==> src/rtl/inst_decode_buffer.sv <==
// Instruction FIFO between fetch and decode; presents the head word with its fields pre-split plus the extender sign control.
// Latency: a word accepted at edge N is visible on id_* after edge N (no bypass); head outputs are combinational from storage.
// Backpressure: if_ready is low when full or in reset, derived from registered state only; a stalled decode never loses a word.
module inst_decode_buffer #(
    parameter int DEPTH    = 2,
    parameter int PC_WIDTH = 32
) (
    input  logic                clk,
    input  logic                rst,
    input  logic                flush,
    input  logic                if_valid,
    output logic                if_ready,
    input  logic [PC_WIDTH-1:0] if_pc,
    input  logic [31:0]         if_inst,
    input  logic                if_exc,
    output logic                id_valid,
    input  logic                id_ready,
    output logic [PC_WIDTH-1:0] id_pc,
    output logic [31:0]         id_inst,
    output logic                id_exc,
    output logic [5:0]          id_opcode,
    output logic [4:0]          id_rs,
    output logic [4:0]          id_rt,
    output logic [4:0]          id_rd,
    output logic [4:0]          id_sa,
    output logic [5:0]          id_funct,
    output logic [15:0]         id_imm16,
    output logic                id_ex_sign
);

    localparam int AW = (DEPTH > 1) ? $clog2(DEPTH) : 1;
    localparam int CW = AW + 1;

    localparam logic [CW-1:0] FULL_CNT = CW'(DEPTH);
    localparam logic [5:0]    OP_ANDI  = 6'h0C;
    localparam logic [5:0]    OP_ORI   = 6'h0D;
    localparam logic [5:0]    OP_XORI  = 6'h0E;

    // Storage: data is never cleared; only pointers and count are reset.
    logic [PC_WIDTH-1:0] r_pc_mem   [DEPTH];
    logic [31:0]         r_inst_mem [DEPTH];
    logic                r_exc_mem  [DEPTH];

    logic [AW-1:0] r_wr_ptr;
    logic [AW-1:0] r_rd_ptr;
    logic [CW-1:0] r_count;

    logic w_full;
    logic w_empty;
    logic w_push;
    logic w_pop;

    logic [PC_WIDTH-1:0] w_head_pc;
    logic [31:0]         w_head_inst;
    logic                w_head_exc;

    assign w_full  = (r_count == FULL_CNT);
    assign w_empty = (r_count == '0);

    // Handshake: ready depends only on state and reset, never on id_ready.
    assign if_ready = !w_full && !rst;
    assign id_valid = !w_empty && !rst;

    // A flush cycle cancels both sides; the offered word is intentionally dropped.
    assign w_push = if_valid && if_ready && !flush;
    assign w_pop  = id_valid && id_ready && !flush;

    // Pointer and occupancy bookkeeping; reset outranks flush, both empty the buffer.
    always_ff @(posedge clk) begin
        if (rst || flush) begin
            r_wr_ptr <= '0;
            r_rd_ptr <= '0;
            r_count  <= '0;
        end else begin
            if (w_push) begin
                r_wr_ptr <= r_wr_ptr + AW'(1);
            end
            if (w_pop) begin
                r_rd_ptr <= r_rd_ptr + AW'(1);
            end
            if (w_push && !w_pop) begin
                r_count <= r_count + CW'(1);
            end else if (w_pop && !w_push) begin
                r_count <= r_count - CW'(1);
            end
        end
    end

    // Entry write: PC, word and exception flag travel together untouched.
    always_ff @(posedge clk) begin
        if (w_push) begin
            r_pc_mem[r_wr_ptr]   <= if_pc;
            r_inst_mem[r_wr_ptr] <= if_inst;
            r_exc_mem[r_wr_ptr]  <= if_exc;
        end
    end

    assign w_head_pc   = r_pc_mem[r_rd_ptr];
    assign w_head_inst = r_inst_mem[r_rd_ptr];
    assign w_head_exc  = r_exc_mem[r_rd_ptr];

    // Head presentation: gated to zero (a nop) whenever nothing valid is held, hiding stale storage.
    always_comb begin
        id_pc   = '0;
        id_inst = '0;
        id_exc  = 1'b0;
        if (id_valid) begin
            id_pc   = w_head_pc;
            id_inst = w_head_inst;
            id_exc  = w_head_exc;
        end
    end

    assign id_opcode = id_inst[31:26];
    assign id_rs     = id_inst[25:21];
    assign id_rt     = id_inst[20:16];
    assign id_rd     = id_inst[15:11];
    assign id_sa     = id_inst[10:6];
    assign id_funct  = id_inst[5:0];
    assign id_imm16  = id_inst[15:0];

    // Extender control: only the logical immediates zero-extend; everything else sign-extends.
    always_comb begin
        id_ex_sign = 1'b0;
        if (id_valid) begin
            id_ex_sign = !((id_opcode == OP_ANDI) || (id_opcode == OP_ORI) || (id_opcode == OP_XORI));
        end
    end

endmodule

==> config.mk <==
export PLATFORM = sky130hd
export DESIGN_NAME = inst_decode_buffer
export DESIGN_NICKNAME = d
export VERILOG_FILES = /design/src/rtl/inst_decode_buffer.sv
export SDC_FILE = /design/constraint.sdc
export NUM_CORES = 1
export LEC_CHECK = 0
export CAP_MARGIN = 20
export CORE_UTILIZATION = 30
export DETAILED_ROUTE_END_ITERATION = 10
export PLACE_DENSITY = 0.56
export SLEW_MARGIN = 20
export SYNTH_ARGS = -nofsm -noshare
export SYNTH_HDL_FRONTEND = slang
export SYNTH_SLANG_ARGS = --single-unit
==> constraint.sdc <==
create_clock -name clk -period 2.9 [get_ports clk]
set_input_delay 0.58 -clock clk [delete_from_list [all_inputs] [get_ports clk]]
set_output_delay 0.58 -clock clk [all_outputs]
set_load 0.02 [all_outputs]
==> impl_metrics.json, run 1 <==
{
  "yosys.area_share.simple_pct": 6.03,
  "synth-seq-area-share_pct": 72.3,
  "synth-compound-area-share_pct": 0.858,
  "min_period_ps": 2830,
  "avgRoutedWirePerCell_um": 14.7,
  "period_share_pct": 97.5,
  "ir_worst_vdd_mv": 0.347,
  "coreArea_sq_mm": 0.0180,
  "worstSkewPairLatency_ps": 410,
  "io_buffers": 185,
  "dieArea_sq_mm": 0.0190,
  "grt_pass1_wl_um": 16500,
  "maxCapViolCount": 0,
  "status": "finished clean",
  "min_path_type": "flip-flop to flip-flop",
  "htreeDepth": 4,
  "drv_slew": 0,
  "nets": 582,
  "use_met1_pct": 13.7,
  "post-dp-hpwl_um": 7260,
  "yosys.area_share.adder_pct": 0.226,
  "synth_area_leaders": "edfxtp_1, mux2i_1, buf_4, nor2_1, dfxtp_1",
  "area_delta_synth_final_pct": 45.3,
  "drcViolationCount": 0,
  "critPathTopFamily": "buffers and inverters",
  "cts_buffers": 17,
  "synth_edf_count": 130,
  "grt_overflow": 0,
  "final_antenna_net_count": 0,
  "die_w_um": 138,
  "synth_xor_area_share_pct": 0.474,
  "clk_pin_slew_ps": 50,
  "finalSetupViolations": 0,
  "end_kind": "primary output",
  "max_freq_mhz": 354,
  "crit_chain": "clkdlybuf4s50_1 > o21bai_4 > buf_12 > nor2_1 > clkdlybuf4s50_1",
  "ys_async_sr_fraction_pct": 0,
  "first_pass_iters": 4,
  "cp_common_cell": "clkdlybuf4s50_1",
  "via_per_inst": 4.33,
  "grt_pass1_vias": 3265,
  "layout.cells.non_filler": 753,
  "antenna_found_initial": 0,
  "synth_top_family_by_area": "multiplexers",
  "grt.busiest_layer": "met2",
  "cp_num_buf_inv": 3,
  "netlist_area_sq_mm": 0.00554,
  "io-pin-count": 186,
  "synthMuxAreaShare_pct": 11.7,
  "grt_use_total_pct": 11.9,
  "yosys.area.top_type": "edfxtp_1",
  "num-fill-cells": 1607,
  "yosysMostFrequentCell": "edfxtp_1",
  "start_util_pct": 30.7,
  "cp.required_ps": 2320,
  "path_class": "input pin to primary output",
  "num_vias": 3258,
  "syn_nets": 428,
  "routabilityCongestion": 0.690,
  "antenna_cells": 0,
  "die_y_um": 138,
  "cts_max_path_buffers": 2,
  "wirelength_um": 11100,
  "setup_tns_ps": 0,
  "root_buffer": "clkbuf_16",
  "slew_headroom_pct": 68.0,
  "ys_seq_elements": 135,
  "syn-instance-count": 357,
  "yosys_most_used_dff": "edfxtp_1",
  "worst_clock_skew_ps": 10.0,
  "worstPathArrival_ps": 2250,
  "cts_sinks": 135,
  "slowest_delay_ps": 640,
  "leakagePower_nw": 2.97,
  "ys_warn_count": 0,
  "ys_types": 25,
  "cp_slowest_cell": "clkdlybuf4s50_1",
  "hold_viol_final": 0,
  "ys_top_cells_by_count": "edfxtp_1, nor2_1, mux2i_1, buf_4, buf_2",
  "cts_tree": "built",
  "num_rows": 49,
  "start_kind": "input pin",
  "grt_max_degree": 43,
  "yosysTopAreaCellShare_pct": 70.5,
  "grt.met2_usage_pct": 20.0,
  "tightest_slew_ps": 480,
  "synth_area_per_cell_sq_um": 15.5,
  "drt_iter0_drc": 151,
  "cp_max_fo": 28,
  "final_layout_size_suffix_gt1_share_pct": 8.97,
  "place_inst": 716,
  "grt_util_met3_pct": 4.46,
  "powerDensity_mw_per_mm2": 546
}
## cells by family after synthesis
group	count (synthesis)
XOR/XNOR	3
buffers and inverters	66
flip-flops	135
AND/OR/NAND/NOR	80
AO/OA/AOI/OAI	7
adder cells (fa/ha/maj)	1
multiplexers	65
## power breakdown
part	switching (mW)	total (mW)	internal, mW	leakage [nW]
Sequential	0.00914	2.18	2.17	1.22
Combinational	0.122	0.278	0.156	1.50
Clock	0.768	1.94	1.17	0.250
Total	0.899	4.40	3.50	2.97
## cell usage in the layout, fill, tap and decap left out, drive strengths merged, types with 2 or more instances in the layout
master | Yosys | layout
edfxtp | 130 | 130
clkbuf | 2 | 19
o21ai | 2 | 2
dfxtp | 5 | 5
inv | 3 | 3
buf | 61 | 13
clkdlybuf4s50 | 0 | 161
nor2 | 70 | 70
nor3 | 2 | 2
or2 | 2 | 2
clkinv | 0 | 6
mux2i | 65 | 65
dlymetal6s2s | 0 | 24
a21oi | 2 | 2
xor2 | 3 | 3
clkinvlp | 0 | 6
## layer usage
metal	vias to the layer above	wire length [um]	share of wire, %
met4	0	119	1.1
met3	12	740	6.7
li1	1554	-	-
met2	121	5630	51
met5	-	0	0
met1	1571	4590	41
## worst reg2reg max path, cell delays in order, from the launching register on
cell	delay (ps)
dfxtp_1	450
nor2b_1	140
or4_4	520
clkinvlp_4	130
buf_12	270
## timing repair
action / in CTS / in global routing
setup endpoints to repair: 42 / 34
pin swaps: 0 / 0
hold buffers: 0 / 0
endpoints found under the hold margin: 0 / 0
gates resized for setup: 0 / 24
setup buffers: 1 / 4
## cell type report
type / instances / area, sq um / area share, %
Sequential cell: 135 / 4010 / 49.8
Multi-Input combinational cell: 156 / 1080 / 13.4
Inverter: 3 / 15.0 / 0.187
Timing Repair Buffer: 198 / 2120 / 26.3
Clock buffer: 19 / 433 / 5.38
Tap cell: 229 / 287 / 3.56
Clock inverter: 13 / 108 / 1.34
## registers in the layout, indices dropped and copies added (netlist names), named ones only
signal,flops
r_rd_ptr,1
r_exc_mem,2
r_pc_mem,64
r_wr_ptr,1
r_count,2
r_inst_mem,64
## stage by stage
step	hold slack [ps]	setup slack (ps)	util [%]	instance area (sq um)	total power [mW]
finish	497	72.9	44.6	8050	4.40
global route	538	-0.805	44.6	8050	4.57
CTS	495	31.5	44.1	7960	4.47
detailed placement	486	23.7	41.0	7390	2.50
global placement	475	74.5	41.0	7390	2.50
floorplan	454	461	-	5550	2.34
## worst paths after layout
path / from / endpoint / slack [ps] / depth (start not counted)
max: rst / id_imm16[7] / 70 / 5
min: r_wr_ptr / r_wr_ptr / 500 / 2
max reg2reg: r_count[0] / r_inst_mem[0][14] / 1070 / 4
min reg2reg: r_wr_ptr / r_wr_ptr / 500 / 2
Power figures use the tool's default switching activity.
==> inputs of run 2 (changes only) <==
--- a/config.mk
+++ b/config.mk
@@ -6,9 +6,11 @@
 export NUM_CORES = 1
 export LEC_CHECK = 0
 export CAP_MARGIN = 20
+export CORE_ASPECT_RATIO = 2
 export CORE_UTILIZATION = 30
 export DETAILED_ROUTE_END_ITERATION = 10
 export PLACE_DENSITY = 0.56
+export SKIP_CTS_REPAIR_TIMING = 1
 export SLEW_MARGIN = 20
 export SYNTH_ARGS = -nofsm -noshare
 export SYNTH_HDL_FRONTEND = slang
==> constraint.sdc (replaced) <==
create_clock -name clk -period 2.9 [get_ports clk]
set_input_delay 0.29 -clock clk [delete_from_list [all_inputs] [get_ports clk]]
set_output_delay 0.29 -clock clk [all_outputs]
set_load 0.02 [all_outputs]
==> run 2 against run 1 <==
Against the previous run: the run now ends with design-rule violations left; core utilization shrank 1.4 points; global-route usage grew 1.5 points; critical path depth decreased by 1; combinational power is 1% lower; critical endpoint is now id_rs[1]; largest cell class unchanged; largest power group unchanged.
==> impl_metrics.json, run 2 (synthesized netlist as in run 1, its figures left out) <==
{
  "status": "complete, but fails checks",
  "violations": "design-rule violations",
  "cts_tree": "built",
  "final_antenna_net_count": 0,
  "grt_max_degree": 66,
  "root_buffer": "clkbuf_16",
  "drt_iter0_drc": 136,
  "via_per_inst": 4.44,
  "switching_share_pct": 20.3,
  "placed_area_sq_mm": 0.00731,
  "grt_use_total_pct": 13.4,
  "reg_top3": "r_inst_mem (64), r_pc_mem (64)",
  "fin_hold_ws_ps": 457,
  "final_area_sq_mm": 0.00789,
  "cp_num_buf_inv": 2,
  "slew_headroom_pct": 38.9,
  "powerDensity_mw_per_mm2": 571,
  "finalSetupViolations": 0,
  "io-pin-count": 186,
  "start_util_pct": 30.4,
  "grt_setup_unrepaired": "no",
  "tightest_slew_ps": 917,
  "avgRoutedWirePerCell_um": 16.8,
  "die_w_um": 98.1,
  "min_period_ps": 2690,
  "grt_pass1_wl_um": 18700,
  "dieArea_sq_mm": 0.0190,
  "switchingPower_mw": 0.913,
  "first_pass_iters": 7,
  "grt_overflow": 0,
  "cp_slowest_cell": "clkdlybuf4s50_1",
  "htreeDepth": 4,
  "nets": 575,
  "worstSkewPairLatency_ps": 410,
  "antenna_cells": 0,
  "antenna_found_initial": 1,
  "final_common_cell": "clkdlybuf4s50_1",
  "r2r_setup_slack_ps": 850,
  "crit_chain": "o21bai_4 > buf_12 > nor2_1 > clkdlybuf4s50_1",
  "slowest_delay_ps": 660,
  "start_kind": "flip-flop",
  "drv_slew": 0,
  "mostFrequentLayoutCells": "clkdlybuf4s50_1, edfxtp_1, nor2_1",
  "p_seq_share_pct": 48.5,
  "clk_pin_slew_ps": 60,
  "period_share_pct": 92.7,
  "num_vias": 3255,
  "io_buffers": 185,
  "final_layout_size_suffix_gt1_share_pct": 7.54,
  "pwr-share-clk_pct": 45.4,
  "leakagePower_nw": 2.50,
  "cp.depth": 4,
  "cts_sinks": 135,
  "max_freq_mhz": 372,
  "hold_viol_final": 0,
  "coreArea_sq_mm": 0.0182,
  "end_kind": "primary output",
  "cp.required_ps": 2610,
  "grt_pass1_vias": 3596,
  "wirelength_um": 12300,
  "worst_r2r_path_depth": 4,
  "maxCapViolCount": 0,
  "internal_power_mw": 3.59,
  "ir_worst_vdd_mv": 0.497,
  "num_rows": 70,
  "critPathTopFamily": "buffers and inverters",
  "worst_clock_skew_ps": 7.52,
  "cts_max_path_buffers": 2,
  "cts_buffers": 17,
  "combPwrFrac_pct": 6.1,
  "cp_max_fo": 32,
  "routabilityCongestion": 0.680,
  "path_class": "flip-flop to primary output",
  "min_delay_path_depth": 1,
  "area_delta_synth_final_pct": 42.3,
  "post-dp-hpwl_um": 7990,
  "min_path_type": "input pin to flip-flop",
  "worstPathArrival_ps": 2400,
  "die_y_um": 194,
  "drcViolationCount": 14
}
==> run 2: cell count changes in the layout (fill, tap and decap cells not counted), moves of 3 or more <==
cell / before / now
buf_12: 7 / 4
dlymetal6s2s_1: 24 / 0
buf_4: 5 / 1
clkinvlp_4: 6 / 1
clkdlybuf4s50_1: 161 / 185
clkinv_4: 1 / 4
==> run 2: final cells by class <==
cell class	count	area, sq um
Clock inverter	12	129
Sequential cell	135	4010
Inverter	3	11.3
Multi-Input combinational cell	157	1090
Tap cell	216	270
Timing Repair Buffer	190	1940
Fill cell	1694	10300
Clock buffer	20	437
==> run 2: final timing paths <==
check	startpoint	endpoint
worst max-delay path	r_count[0]	id_rs[1]
worst min-delay path	if_inst[24]	r_inst_mem[1][24]
worst max register to register	r_count[0]	r_pc_mem[0][16]
worst min register to register	r_wr_ptr	r_wr_ptr
==> run 2: worst register-to-register path, delay by kind of cell (launching register included) <==
family	cells	cell delay, ps
buffers and inverters	2	410
DFF	1	560
and+or+nand+nor	2	700
==> run 2: metal layers <==
| metal | share of wire [%] | GRT usage [%] | up-vias | wire [um] |
|---|---|---|---|---|
| met1 | 33 | 11.3 | 1588 | 4030 |
| met3 | 5.4 | 3.97 | 18 | 665 |
| met4 | 2.1 | 7.18 | 2 | 263 |
| li1 | - | - | 1538 | - |
| met2 | 60 | 26.8 | 109 | 7350 |
| met5 | 0.11 | 0 | - | 13 |
==> run 2: power groups by stage <==
stage          sequential, mW  combinational (mW)  clock [mW]
2_1_floorplan            2.22               0.113           0
3_3_place_gp             2.22               0.268           0
3_5_place_dp             2.22               0.275           0
4_1_cts                  2.18               0.277        2.11
5_1_grt                  2.19               0.294        2.17
6_report                 2.18               0.274        2.04
==> run 2: per-stage QoR <==
step | total power [mW] | setup WS (ps) | setup TNS, ps | utilization, % | cells
3_5_place_dp | 2.50 | 253 | 0 | 40.1 | 700
5_1_grt | 4.65 | 59.4 | 0 | 43.3 | 733
3_3_place_gp | 2.49 | 291 | 0 | 40.1 | 700
6_report | 4.50 | 212 | 0 | 43.3 | 733
4_1_cts | 4.57 | -16.7 | -16.7 | 43.2 | 732
2_1_floorplan | 2.34 | 75.3 | 0 | - | 357
==> inputs of run 3 (changes only) <==
--- a/config.mk
+++ b/config.mk
@@ -9,7 +9,8 @@
 export CORE_ASPECT_RATIO = 2
 export CORE_UTILIZATION = 30
 export DETAILED_ROUTE_END_ITERATION = 10
-export PLACE_DENSITY = 0.56
+export DONT_BUFFER_PORTS = 1
+export PLACE_DENSITY = 0.42
 export SKIP_CTS_REPAIR_TIMING = 1
 export SLEW_MARGIN = 20
 export SYNTH_ARGS = -nofsm -noshare
==> run 3 against run 2 <==
Against the previous run: the run still ends with design-rule violations left; setup slack better by 200 ps; critical path depth stayed put; power fell by 4.2%; largest power group unchanged; critical endpoint is now id_funct[1]; sequential share of layout area increased by 8.4 points; final cell count fell by 13%; wire length fell by 17%; sequential power about the same; fmax up 8.1%; die area stayed put.
==> impl_metrics.json, run 3 (synthesized netlist as in run 1, its figures left out) <==
{
  "drv_slew": 0,
  "violations": "design-rule violations",
  "io_buffers": 0,
  "min_path_type": "input pin to flip-flop",
  "placed_area_sq_mm": 0.00559,
  "dr_wl_met2_um": 5790,
  "highest-signal-layer": "met4",
  "leakagePower_nw": 2.19,
  "combPwrFrac_pct": 4.7,
  "layout.cells.non_filler": 635,
  "min_period_ps": 2490,
  "switchingPower_mw": 0.883,
  "cts_max_path_buffers": 2,
  "clk_pin_slew_ps": 60,
  "num-fill-cells": 1747,
  "grt_pass1_vias": 2772,
  "period_share_pct": 85.8,
  "endpoint": "id_funct[1]",
  "path_class": "flip-flop to primary output",
  "cts_sinks": 135,
  "htreeDepth": 4,
  "coreArea_sq_mm": 0.0182,
  "switching_share_pct": 20.5,
  "setup_tns_ps": 0,
  "antenna_found_initial": 2,
  "layout_setup_ws_ps": 412,
  "worst_clock_skew_ps": 5.85,
  "maxCapViolCount": 0,
  "wirelength_um": 10300,
  "grt_pass1_wl_um": 14800,
  "finalSetupViolations": 0,
  "pwr-share-clk_pct": 44.6,
  "worstPathArrival_ps": 2200,
  "wl_met3_um": 573,
  "ir_worst_vdd_mv": 0.380,
  "tightest_slew_ps": 864,
  "hold_viol_final": 0,
  "final_common_cell": "edfxtp_1",
  "slowest_delay_ps": 910,
  "final_layout_size_suffix_gt1_share_pct": 14.1,
  "drt_iter0_drc": 70,
  "pre_cts_slack_ps": 776,
  "m1WireLength_um": 3660,
  "reg_top3": "r_inst_mem (64), r_pc_mem (64)",
  "cts_tree": "built",
  "first_pass_iters": 8,
  "status": "complete, but fails checks",
  "cp.required_ps": 2610,
  "start_util_pct": 30.4,
  "nets": 475,
  "io-pin-count": 186,
  "post-dp-hpwl_um": 6660,
  "grt_setup_unrepaired": "no",
  "fin_hold_ws_ps": 190,
  "internal_power_mw": 3.43,
  "num_vias": 2861,
  "grt_use_total_pct": 10.8,
  "worst_r2r_path_depth": 4,
  "via_per_inst": 4.51,
  "worst_r2r_endpoint": "r_inst_mem[0][17]",
  "cp_common_cell": "buf_4",
  "root_buffer": "clkbuf_16",
  "routabilityCongestion": 0.709,
  "reg2reg_from": "r_count[0]",
  "area_delta_synth_final_pct": 22.2,
  "drcViolationCount": 14,
  "crit_chain": "buf_4 > mux2i_1 > nor2_1 > buf_4",
  "worstSkewPairLatency_ps": 410,
  "final_antenna_net_count": 0,
  "cp_slowest_cell": "dfxtp_4",
  "p_seq_share_pct": 50.7,
  "r2r_setup_slack_ps": 910,
  "end_kind": "primary output",
  "max_freq_mhz": 402,
  "dieArea_sq_mm": 0.0190,
  "mostFrequentLayoutCells": "edfxtp_1, nor2_1, mux2i_1, dlygate4sd3_1, buf_4",
  "place_inst": 536,
  "avgRoutedWirePerCell_um": 16.2,
  "start_kind": "flip-flop",
  "grt_overflow": 0,
  "die_w_um": 98.1,
  "cp_num_buf_inv": 2,
  "cp_max_fo": 48,
  "die_y_um": 194,
  "critPathTopFamily": "flip-flops",
  "cts_buffers": 17,
  "final_area_sq_mm": 0.00677,
  "grt_max_degree": 49,
  "slew_headroom_pct": 42.4,
  "cp.depth": 4,
  "num_rows": 70,
  "powerDensity_mw_per_mm2": 637
}
run 3: changes by cell type in the layout (fill, tap and decap cells not counted), sizes merged:
cell | before | now
clkdlybuf4s50 | 185 | 0
buf | 5 | 26
diode | 0 | 2
clkinvlp | 1 | 2
dlygate4sd3 | 0 | 65
clkbuf | 20 | 21
inv | 4 | 3
bufinv | 2 | 1
o21bai | 2 | 1
run 3: metrics by stage:
step	util (%)	total power [mW]
4_1_cts	33.6	4.29
6_report	37.2	4.31
2_1_floorplan	-	2.34
3_5_place_dp	30.7	2.35
3_3_place_gp	30.7	2.35
5_1_grt	37.2	4.47
run 3: worst register-to-register path: stages (launching register included):
cell and delay (ps):
dfxtp_1 460, nor2b_1 140, or4_4 500, inv_2 70, buf_4 410
run 3: area by class of cell:
type                            count  area, sq um  area share [%]
Timing Repair Buffer               91          871            12.9
Sequential cell                   135         4010            59.2
Tap cell                          216          270            3.99
Antenna cell                        2         5.00          0.0739
Clock inverter                     11         83.8            1.24
Multi-Input combinational cell    156         1080            16.0
Inverter                            3         11.3           0.166
Clock buffer                       21          440            6.51
run 3: worst min path at each step:
| stage | from | to | slack, ps | cells after the start |
|---|---|---|---|---|
| 3_5_place_dp | if_exc | r_exc_mem[1] | 390 | 0 |
| 4_1_cts | if_inst[13] | r_inst_mem[0][13] | -50 | 0 |
| 3_3_place_gp | if_pc[10] | r_pc_mem[0][10] | 390 | 0 |
| 2_1_floorplan | if_exc | r_exc_mem[0] | 390 | 0 |
| 5_1_grt | if_valid | r_wr_ptr | 200 | 3 |
| 6_report | if_valid | r_wr_ptr | 190 | 3 |
run 3: power groups by stage:
stage / Clock (mW) / Combinational [mW] / Sequential (mW)
after floorplan: 0 / 0.113 / 2.22
after global placement: 0 / 0.119 / 2.23
after detailed placement: 0 / 0.121 / 2.23
after CTS: 1.98 / 0.121 / 2.19
after global routing: 2.06 / 0.217 / 2.19
final: 1.92 / 0.202 / 2.19
run 3: routing by layer:
layer	vias up	track usage [%]
li1	1335	-
met1	1403	9.11
met2	107	20.3
met3	16	4.25
met4	0	7.18
met5	-	0
